## config.mk

```make
export PLATFORM = sky130hd
export DESIGN_NAME = sample_handoff_fifo
export DESIGN_NICKNAME = d
export VERILOG_FILES = /design/src/rtl/sample_fifo_pkg.sv /design/src/rtl/sample_fifo_mem.sv /design/src/rtl/sample_handoff_fifo.sv
export SDC_FILE = /design/constraint.sdc
export NUM_CORES = 1
export LEC_CHECK = 0
export CAP_MARGIN = 20
export CORE_MARGIN = 2
export CORE_UTILIZATION = 39
export CTS_BUF_LIST = sky130_fd_sc_hd__clkbuf_8
export DETAILED_ROUTE_END_ITERATION = 8
export PLACE_DENSITY_LB_ADDON = 0.05
export SETUP_SLACK_MARGIN = 0.4
export SLEW_MARGIN = 20
export SYNTH_ARGS = -nofsm -noshare
export SYNTH_HDL_FRONTEND = slang
export SYNTH_HIERARCHICAL = 1
export SYNTH_SLANG_ARGS = --single-unit
```

## constraint.sdc

```tcl
create_clock -name clk -period 5.9 [get_ports clk]
set_input_delay 1.475 -clock clk [delete_from_list [all_inputs] [get_ports clk]]
set_output_delay 1.475 -clock clk [all_outputs]
set_load 0.005 [all_outputs]
```

## src/rtl/sample_fifo_pkg.sv

```systemverilog
// Shared defaults and helpers for the sample handoff FIFO.
// Optional build macro used by the top level: SYNC_FIFO_OVERWRITE_EN.
package sample_fifo_pkg;

  localparam int DEF_WIDTH = 32;
  localparam int DEF_DEPTH = 4;

  // Pointer width for a power-of-two depth.
  function automatic int calc_aw(input int depth);
    return $clog2(depth);
  endfunction

  // Pointer type for the default depth.
  typedef logic [calc_aw(DEF_DEPTH)-1:0] ptr_t;

endpackage

```

## src/rtl/sample_fifo_mem.sv

```systemverilog
// DEPTH x WIDTH register array: one synchronous write port, one
// combinational read port. Contents are never reset.
module sample_fifo_mem #(
  parameter int WIDTH = 32,
  parameter int DEPTH = 4,
  parameter int AW    = 2
) (
  input  logic             clk,
  input  logic             we,
  input  logic [AW-1:0]    waddr,
  input  logic [WIDTH-1:0] wdata,
  input  logic [AW-1:0]    raddr,
  output logic [WIDTH-1:0] rdata
);

  logic [WIDTH-1:0] mem [DEPTH];

  // Store the incoming word on an accepted write.
  always_ff @(posedge clk) begin
    if (we) mem[waddr] <= wdata;
  end

  assign rdata = mem[raddr];

endmodule

```

## src/rtl/sample_handoff_fifo.sv

```systemverilog
// Single-clock sample FIFO with registered output word, occupancy and
// sticky overflow/underflow flags.
// Build option SYNC_FIFO_OVERWRITE_EN: a write into a full FIFO (no read
// that cycle) replaces the oldest entry instead of being dropped.
module sample_handoff_fifo
  import sample_fifo_pkg::*;
#(
  parameter int WIDTH = DEF_WIDTH,
  parameter int DEPTH = DEF_DEPTH
) (
  input  logic                      clk,
  input  logic                      reset,
  input  logic                      write_en,
  input  logic [WIDTH-1:0]          data_in,
  input  logic                      read_en,
  output logic [WIDTH-1:0]          data_out,
  output logic                      empty,
  output logic                      full,
  output logic [calc_aw(DEPTH):0]   count,
  output logic                      overflow,
  output logic                      underflow
);

  localparam int AW = calc_aw(DEPTH);
  localparam int CW = AW + 1;

  typedef logic [AW-1:0] addr_t;

  addr_t            wr_ptr, rd_ptr;
  logic [WIDTH-1:0] rdata;
  logic             wr_ok, rd_ok, ovr_wr, mem_we;

  // A read in the same cycle frees a slot, so a full FIFO still accepts
  // the write. An empty FIFO never forwards the incoming word.
  assign wr_ok = write_en && (!full || read_en);
  assign rd_ok = read_en && !empty;

`ifdef SYNC_FIFO_OVERWRITE_EN
  assign ovr_wr = write_en && full && !read_en;
`else
  assign ovr_wr = 1'b0;
`endif

  assign mem_we = wr_ok || ovr_wr;

  assign empty = (count == '0);
  assign full  = (count == CW'(DEPTH));

  sample_fifo_mem #(
    .WIDTH (WIDTH),
    .DEPTH (DEPTH),
    .AW    (AW)
  ) u_mem (
    .clk   (clk),
    .we    (mem_we),
    .waddr (wr_ptr),
    .wdata (data_in),
    .raddr (rd_ptr),
    .rdata (rdata)
  );

  // Pointer advance; an overwrite drops the oldest entry by moving rd_ptr too.
  always_ff @(posedge clk) begin
    if (reset) begin
      wr_ptr <= '0;
      rd_ptr <= '0;
    end else begin
      if (mem_we)          wr_ptr <= wr_ptr + 1'b1;
      if (rd_ok || ovr_wr) rd_ptr <= rd_ptr + 1'b1;
    end
  end

  // Occupancy: only a lone write or a lone read changes it.
  always_ff @(posedge clk) begin
    if (reset)                count <= '0;
    else if (wr_ok && !rd_ok) count <= count + 1'b1;
    else if (rd_ok && !wr_ok) count <= count - 1'b1;
  end

  // Output word holds until the next accepted read.
  always_ff @(posedge clk) begin
    if (reset)      data_out <= '0;
    else if (rd_ok) data_out <= rdata;
  end

  // Sticky error flags, cleared only by reset.
  always_ff @(posedge clk) begin
    if (reset) begin
      overflow  <= 1'b0;
      underflow <= 1'b0;
    end else begin
      if (write_en && full && !read_en) overflow  <= 1'b1;
      if (read_en && empty)             underflow <= 1'b1;
    end
  end

endmodule

```

==> impl_metrics.csv, run 1 <==
group,metric,value,unit
power,combPwrFrac,0.233,
floorplanning,initial_core_util,0.396,
yosys,synth_ff_type,"edfxtp_1",
route,firstDrtPassIters,4,
timing,fmax,270,MHz
placement,gp_congestion,0.666,
critical_path,startpoint_type,"input port",
timing,timing.final.crit_share,0.627,
route,drtIter0Drc,198,
clock_network,cts.sink_count,169,
final_layout,final_common_cell,"edfxtp_1",
timing,finClkSkew,8.00,ps
power,power.density,404,mW/mm^2
power,intPower,2.22,mW
clock_network,ctsHoldBuffers,0,
yosys,ys_top_cells_by_area,"edfxtp_1, dfxtp_1, mux4_2",
clock_network,cts_resized,0,
critical_path,end_kind,"flop",
power,power_leakage,2.41,nW
status,status,"completed",
critical_path,r2r_cells,9,
global_route,grtUsageTotal,0.152,
run,maxCapViolations,0,
clock_network,clk_latency,440,ps
yosys,synth-edff-count,128,
route,antenna_left,0,
route,vias,3185,
route,viasPerCell,4.81,
yosys,ys.warnings.count,6,
floorplanning,core,0.0157,mm^2
clock_network,cts_buffer_depth,2,
yosys,syn_nets,394,
route,drc_errors,0,
timing,worst-slew-pin-transition,973,ps
clock_network,cts_root_buf,"clkbuf_8",
clock_network,post-cts-setup-buffers,0,
timing,relSlewSlack,0.351,
yosys,synth_cell_type_count,30,
global_route,grtUsageMet2,0.237,
critical_path,crit_end,"count[2]",
timing,finalSetupViolCount,0,
power,pwr-share-clk,0.266,
critical_path,r2r_setup_slack,3080,ps
global_route,top_usage_layer,"met2",
global_route,grt_use_met1,0.202,
timing,hold_violations,0,
yosys,netlist_instances,356,
global_route,grt_pass1_vias,3268,
clock_network,numCtsBuffers,17,
final_layout,syn_to_final_growth,20.4,%
global_route,grt_use_met3,0.0467,
floorplanning,die-area,0.0170,mm^2
critical_path,cp_max_fo,35,
floorplanning,die_height,130,um
floorplanning,die_w,130,um
critical_path,crit_arrival,4060,ps
power,switchingPower,0.804,mW
critical_path,cp.required,6260,ps
yosys,avgSynthCellArea,17.5,um^2
floorplanning,io_pins,75,
power,seqPwrFrac,0.501,
critical_path,startpoint,"read_en",
worst_hold_path,hp-class,"flop to flop",
timing,drv_slew,0,
floorplanning,row_count,46,
final_layout,drive_gt1_frac,0.155,
timing,fin_crit,3700,ps
timing,rsz0062_at_grt,"false",
yosys,ys_async_sr_fraction,0,
global_route,grt_overflow_total,0,
final_layout,diodes,0,
global_route,grt_max_degree,44,
global_route,antenna_found_initial,0,
final_layout,most-common-layout-cells,"edfxtp_1, clkdlybuf4s50_1, nand2_1",
clock_network,ctsHtreeMaxLevel,4,
yosys,synth.yosys.seq_area_share,0.750,
critical_path,timing.rr.start,"count[0]",
placement,io_buffers,74,
timing,whs,454,ps
yosys,synth.largest_area_cell,"edfxtp_1",
timing,setup_ws,2200,ps
placement,place_ws,1700,ps
clock_network,cts.clk_slew.worst_paths,80,ps
critical_path,critPathKind,"input port to flop",
route,wl,11.8,mm
global_route,grt_pass1_wl,18.5,mm
route,wire_per_inst,17.8,um
yosys,netlist.area_leader.share,0.618,
timing,fin_tns_setup,0,ps
yosys,ys_seq_elements,169,
critical_path,r2r-end,"count[2]",
clock_network,cts_tree,"built",
power,irDropWorstVdd,158,uV
power,swShare,0.266,
yosys,synth_area,0.00622,mm^2
final_layout,final_nets,471,
placement,place_hpwl,6.30,mm
routing by layer:
metal  up-vias  routed length, um
li1       1505                  -
met4         0                172
met1      1597               5470
met5         -                  0
met3        13                480
met2        70               5670
registers in the layout (all words and copies together), names as in the netlist:
name       flops
data_out      32
rd_ptr         2
wr_ptr         2
u_mem/mem    128
overflow       1
count          3
underflow      1
cells in the mapped netlist (3+ instances only):
| cell type | n |
|---|---|
| a21oi_1 | 35 |
| buf_6 | 4 |
| buf_12 | 3 |
| nor2b_1 | 3 |
| inv_1 | 3 |
| dfxtp_1 | 41 |
| edfxtp_1 | 128 |
| nand2_1 | 65 |
| clkbuf_1 | 6 |
| buf_2 | 5 |
| nor2_1 | 8 |
| mux4_2 | 30 |
worst min path at each step:
stage	endpoint	slack, ps	startpoint	cells past startpoint
global route	data_out[21]	480	data_out[21]	2
CTS	data_out[3]	460	data_out[3]	2
floorplan	data_out[0]	450	data_out[0]	2
detailed placement	data_out[30]	450	data_out[30]	2
global placement	data_out[24]	450	data_out[24]	2
finish	data_out[13]	450	data_out[13]	2
metrics by stage:
step | power, mW | cell area, um^2 | util | cells
2_1_floorplan | 2.02 | 6220 | - | 356
3_3_place_gp | 2.26 | 7100 | 0.452 | 630
3_5_place_dp | 2.27 | 7100 | 0.452 | 630
4_1_cts | 3.08 | 7490 | 0.477 | 662
5_1_grt | 3.21 | 7490 | 0.477 | 662
6_report | 3.02 | 7490 | 0.477 | 662
power groups by stage:
stage	Sequential (mW)	Combinational [mW]	Clock, mW
3_3_place_gp	1.54	0.719	0
3_5_place_dp	1.55	0.725	0
4_1_cts	1.52	0.726	0.834
6_report	1.52	0.703	0.805
5_1_grt	1.54	0.785	0.888
2_1_floorplan	1.52	0.500	0
critical path, stage by stage:
cell             delay [ps]
clkdlybuf4s50_1         460
o31a_2                  140
buf_4                   280
inv_4                   400
ha_1                    260
inv_1                    60
fa_1                    370
xor2_1                  150
or3_1                   300
a21oi_1                 140
final cells by class:
cell class	instances	area, um^2
multi-input cells	164	1390
clock inverters	14	139
flip-flops and latches	169	4670
fillers	1405	8230
repair buffers	77	758
well taps	216	270
inverters	4	17.5
clock buffers	18	248
logic make-up (layout without fill, tap and decap cells):
kind of cell,after synthesis,count (layout),share of synthesized area
AO/OA/AOI/OAI,39,39,0.0322
adder cells (fa/ha/maj),2,2,0.00523
AND/OR/NAND/NOR,85,85,0.0575
multiplexers,35,35,0.122
XOR/XNOR,3,3,0.00423
buffers and inverters,23,113,0.0286
flip-flops,169,169,0.750
(Power assumes the default switching activity.)
==> inputs of run 2 (changes only) <==
Clock period 5.9 ns to 3.1 ns, I/O delays scaled along.
==> impl_metrics.csv, run 2 (synthesis results as in run 1) <==
group,metric,value,unit
floorplanning,die_height,130,um
timing,relSlewSlack,0.381,
floorplanning,row_count,46,
power,irDropWorstVdd,282,uV
final_layout,largest_register,"u_mem/mem",
timing,timing.final.crit_share,0.824,
global_route,grt_pass1_wl,18.0,mm
timing,drv_slew,0,
global_route,grtUsageTotal,0.149,
clock_network,cts_resized,0,
critical_path,crit_arrival,2930,ps
global_route,grt_pass1_vias,3242,
power,power.density,764,mW/mm^2
final_layout,layout.cells.non_filler,668,
clock_network,cts_buffer_depth,2,
timing,fin_tns_setup,0,ps
clock_network,cts_tree,"built",
power,intPower,4.20,mW
power,combPwrFrac,0.241,
timing,worst-slew-pin-transition,928,ps
route,drc_errors,0,
worst_hold_path,hp-class,"flop to flop",
timing,hold_violations,0,
timing,fmax,391,MHz
floorplanning,core,0.0157,mm^2
final_layout,regArea,0.00467,mm^2
placement,place_hpwl,6.65,mm
final_layout,drive_gt1_frac,0.177,
power,switchingPower,1.56,mW
critical_path,r2r_setup_slack,860,ps
floorplanning,die_w,130,um
critical_path,end_kind,"flop",
clock_network,post-cts-setup-buffers,0,
timing,fin_crit,2550,ps
route,antenna_left,0,
power,pwr-share-clk,0.261,
floorplanning,io_pins,75,
power,power_leakage,2.42,nW
global_route,antenna_found_initial,0,
floorplanning,die-area,0.0170,mm^2
clock_network,cts.clk_slew.worst_paths,80,ps
worst_hold_path,min_path_cells,2,
power,power,5.76,mW
route,drtIter0Drc,177,
critical_path,cp_max_fo,4,
timing,finClkSkew,10.2,ps
final_layout,final_nets,477,
clock_network,numCtsBuffers,17,
route,viasPerCell,4.82,
critical_path,r2r_cells,8,
critical_path,crit_end,"count[2]",
final_layout,largest_reg_flops,128,
critical_path,startpoint,"read_en",
global_route,grt_max_degree,35,
timing,finalSetupViolCount,0,
final_layout,syn_to_final_growth,21.3,%
route,wl,11.7,mm
route,firstDrtPassIters,4,
clock_network,ctsHtreeMaxLevel,4,
critical_path,critPathKind,"input port to flop",
placement,gp_congestion,0.645,
final_layout,most-common-layout-cells,"edfxtp_1, clkdlybuf4s50_1, nand2_1",
critical_path,timing.rr.start,"count[0]",
timing,rsz0062_at_grt,"false",
power,seqPwrFrac,0.497,
timing,setup_ws,545,ps
final_layout,multiInputGateArea,0.00139,mm^2
run,maxCapViolations,0,
power,swShare,0.271,
status,status,"completed",
placement,place_ws,111,ps
final_layout,top_regs,"u_mem/mem: 128 flops, data_out: 32 flops, count: 3 flops",
route,wire_per_inst,17.4,um
placement,io_buffers,74,
route,vias,3223,
critical_path,r2r-end,"count[2]",
final_layout,final_common_cell,"edfxtp_1",
clock_network,cts.sink_count,169,
critical_path,cp.required,3470,ps
placement,place_inst,636,
critical_path,startpoint_type,"input port",
clock_network,clk_latency,440,ps
floorplanning,initial_core_util,0.396,
global_route,grt_overflow_total,0,
clock_network,cts_root_buf,"clkbuf_8",
final_layout,diodes,0,
final_layout,nFillCells,1403,
clock_network,ctsHoldBuffers,0,
[run 2: worst min-delay path by stage]
stage	from	end
2_1_floorplan	data_out[0]	data_out[0]
3_3_place_gp	data_out[6]	data_out[6]
3_5_place_dp	data_out[11]	data_out[11]
4_1_cts	data_out[11]	data_out[11]
5_1_grt	data_out[9]	data_out[9]
6_report	data_out[23]	data_out[23]
[run 2: through the flow]
stage | instance area [um^2] | util | hold slack [ps]
6_report | 7540 | 0.480 | 455
5_1_grt | 7540 | 0.480 | 479
4_1_cts | 7540 | 0.480 | 458
3_5_place_dp | 7150 | 0.455 | 446
3_3_place_gp | 7150 | 0.455 | 442
2_1_floorplan | 6230 | - | 453
[run 2: critical path, cell delays in order]
cell	delay, ps
clkdlybuf4s50_1	530
nor4b_1	80
nor2b_1	260
ha_1	240
inv_1	60
fa_1	370
xor2_1	160
or3_1	310
a21oi_1	140
[run 2: final cells by class]
| type | instances | share of cell area |
|---|---|---|
| Sequential cell | 169 | 0.619 |
| Tap cell | 216 | 0.0358 |
| Clock buffer | 19 | 0.0347 |
| Clock inverter | 13 | 0.0171 |
| Timing Repair Buffer | 83 | 0.107 |
| Inverter | 4 | 0.00232 |
| Multi-Input combinational cell | 164 | 0.185 |
[run 2: layer usage]
| layer | vias up | GRT usage | routed length, um |
|---|---|---|---|
| met5 | - | 0 | 0 |
| met4 | 0 | 0.0512 | 127 |
| met3 | 9 | 0.0455 | 478 |
| met2 | 60 | 0.235 | 5790 |
| met1 | 1645 | 0.198 | 5260 |
| li1 | 1509 | - | - |
[run 2: power by group through the flow]
stage	clock network (mW)	registers, mW	logic [mW]
after detailed placement	0	2.92	1.43
after CTS	1.57	2.87	1.43
after global routing	1.66	2.90	1.55
after global placement	0	2.91	1.42
final	1.51	2.86	1.39
after floorplan	0	2.88	0.956
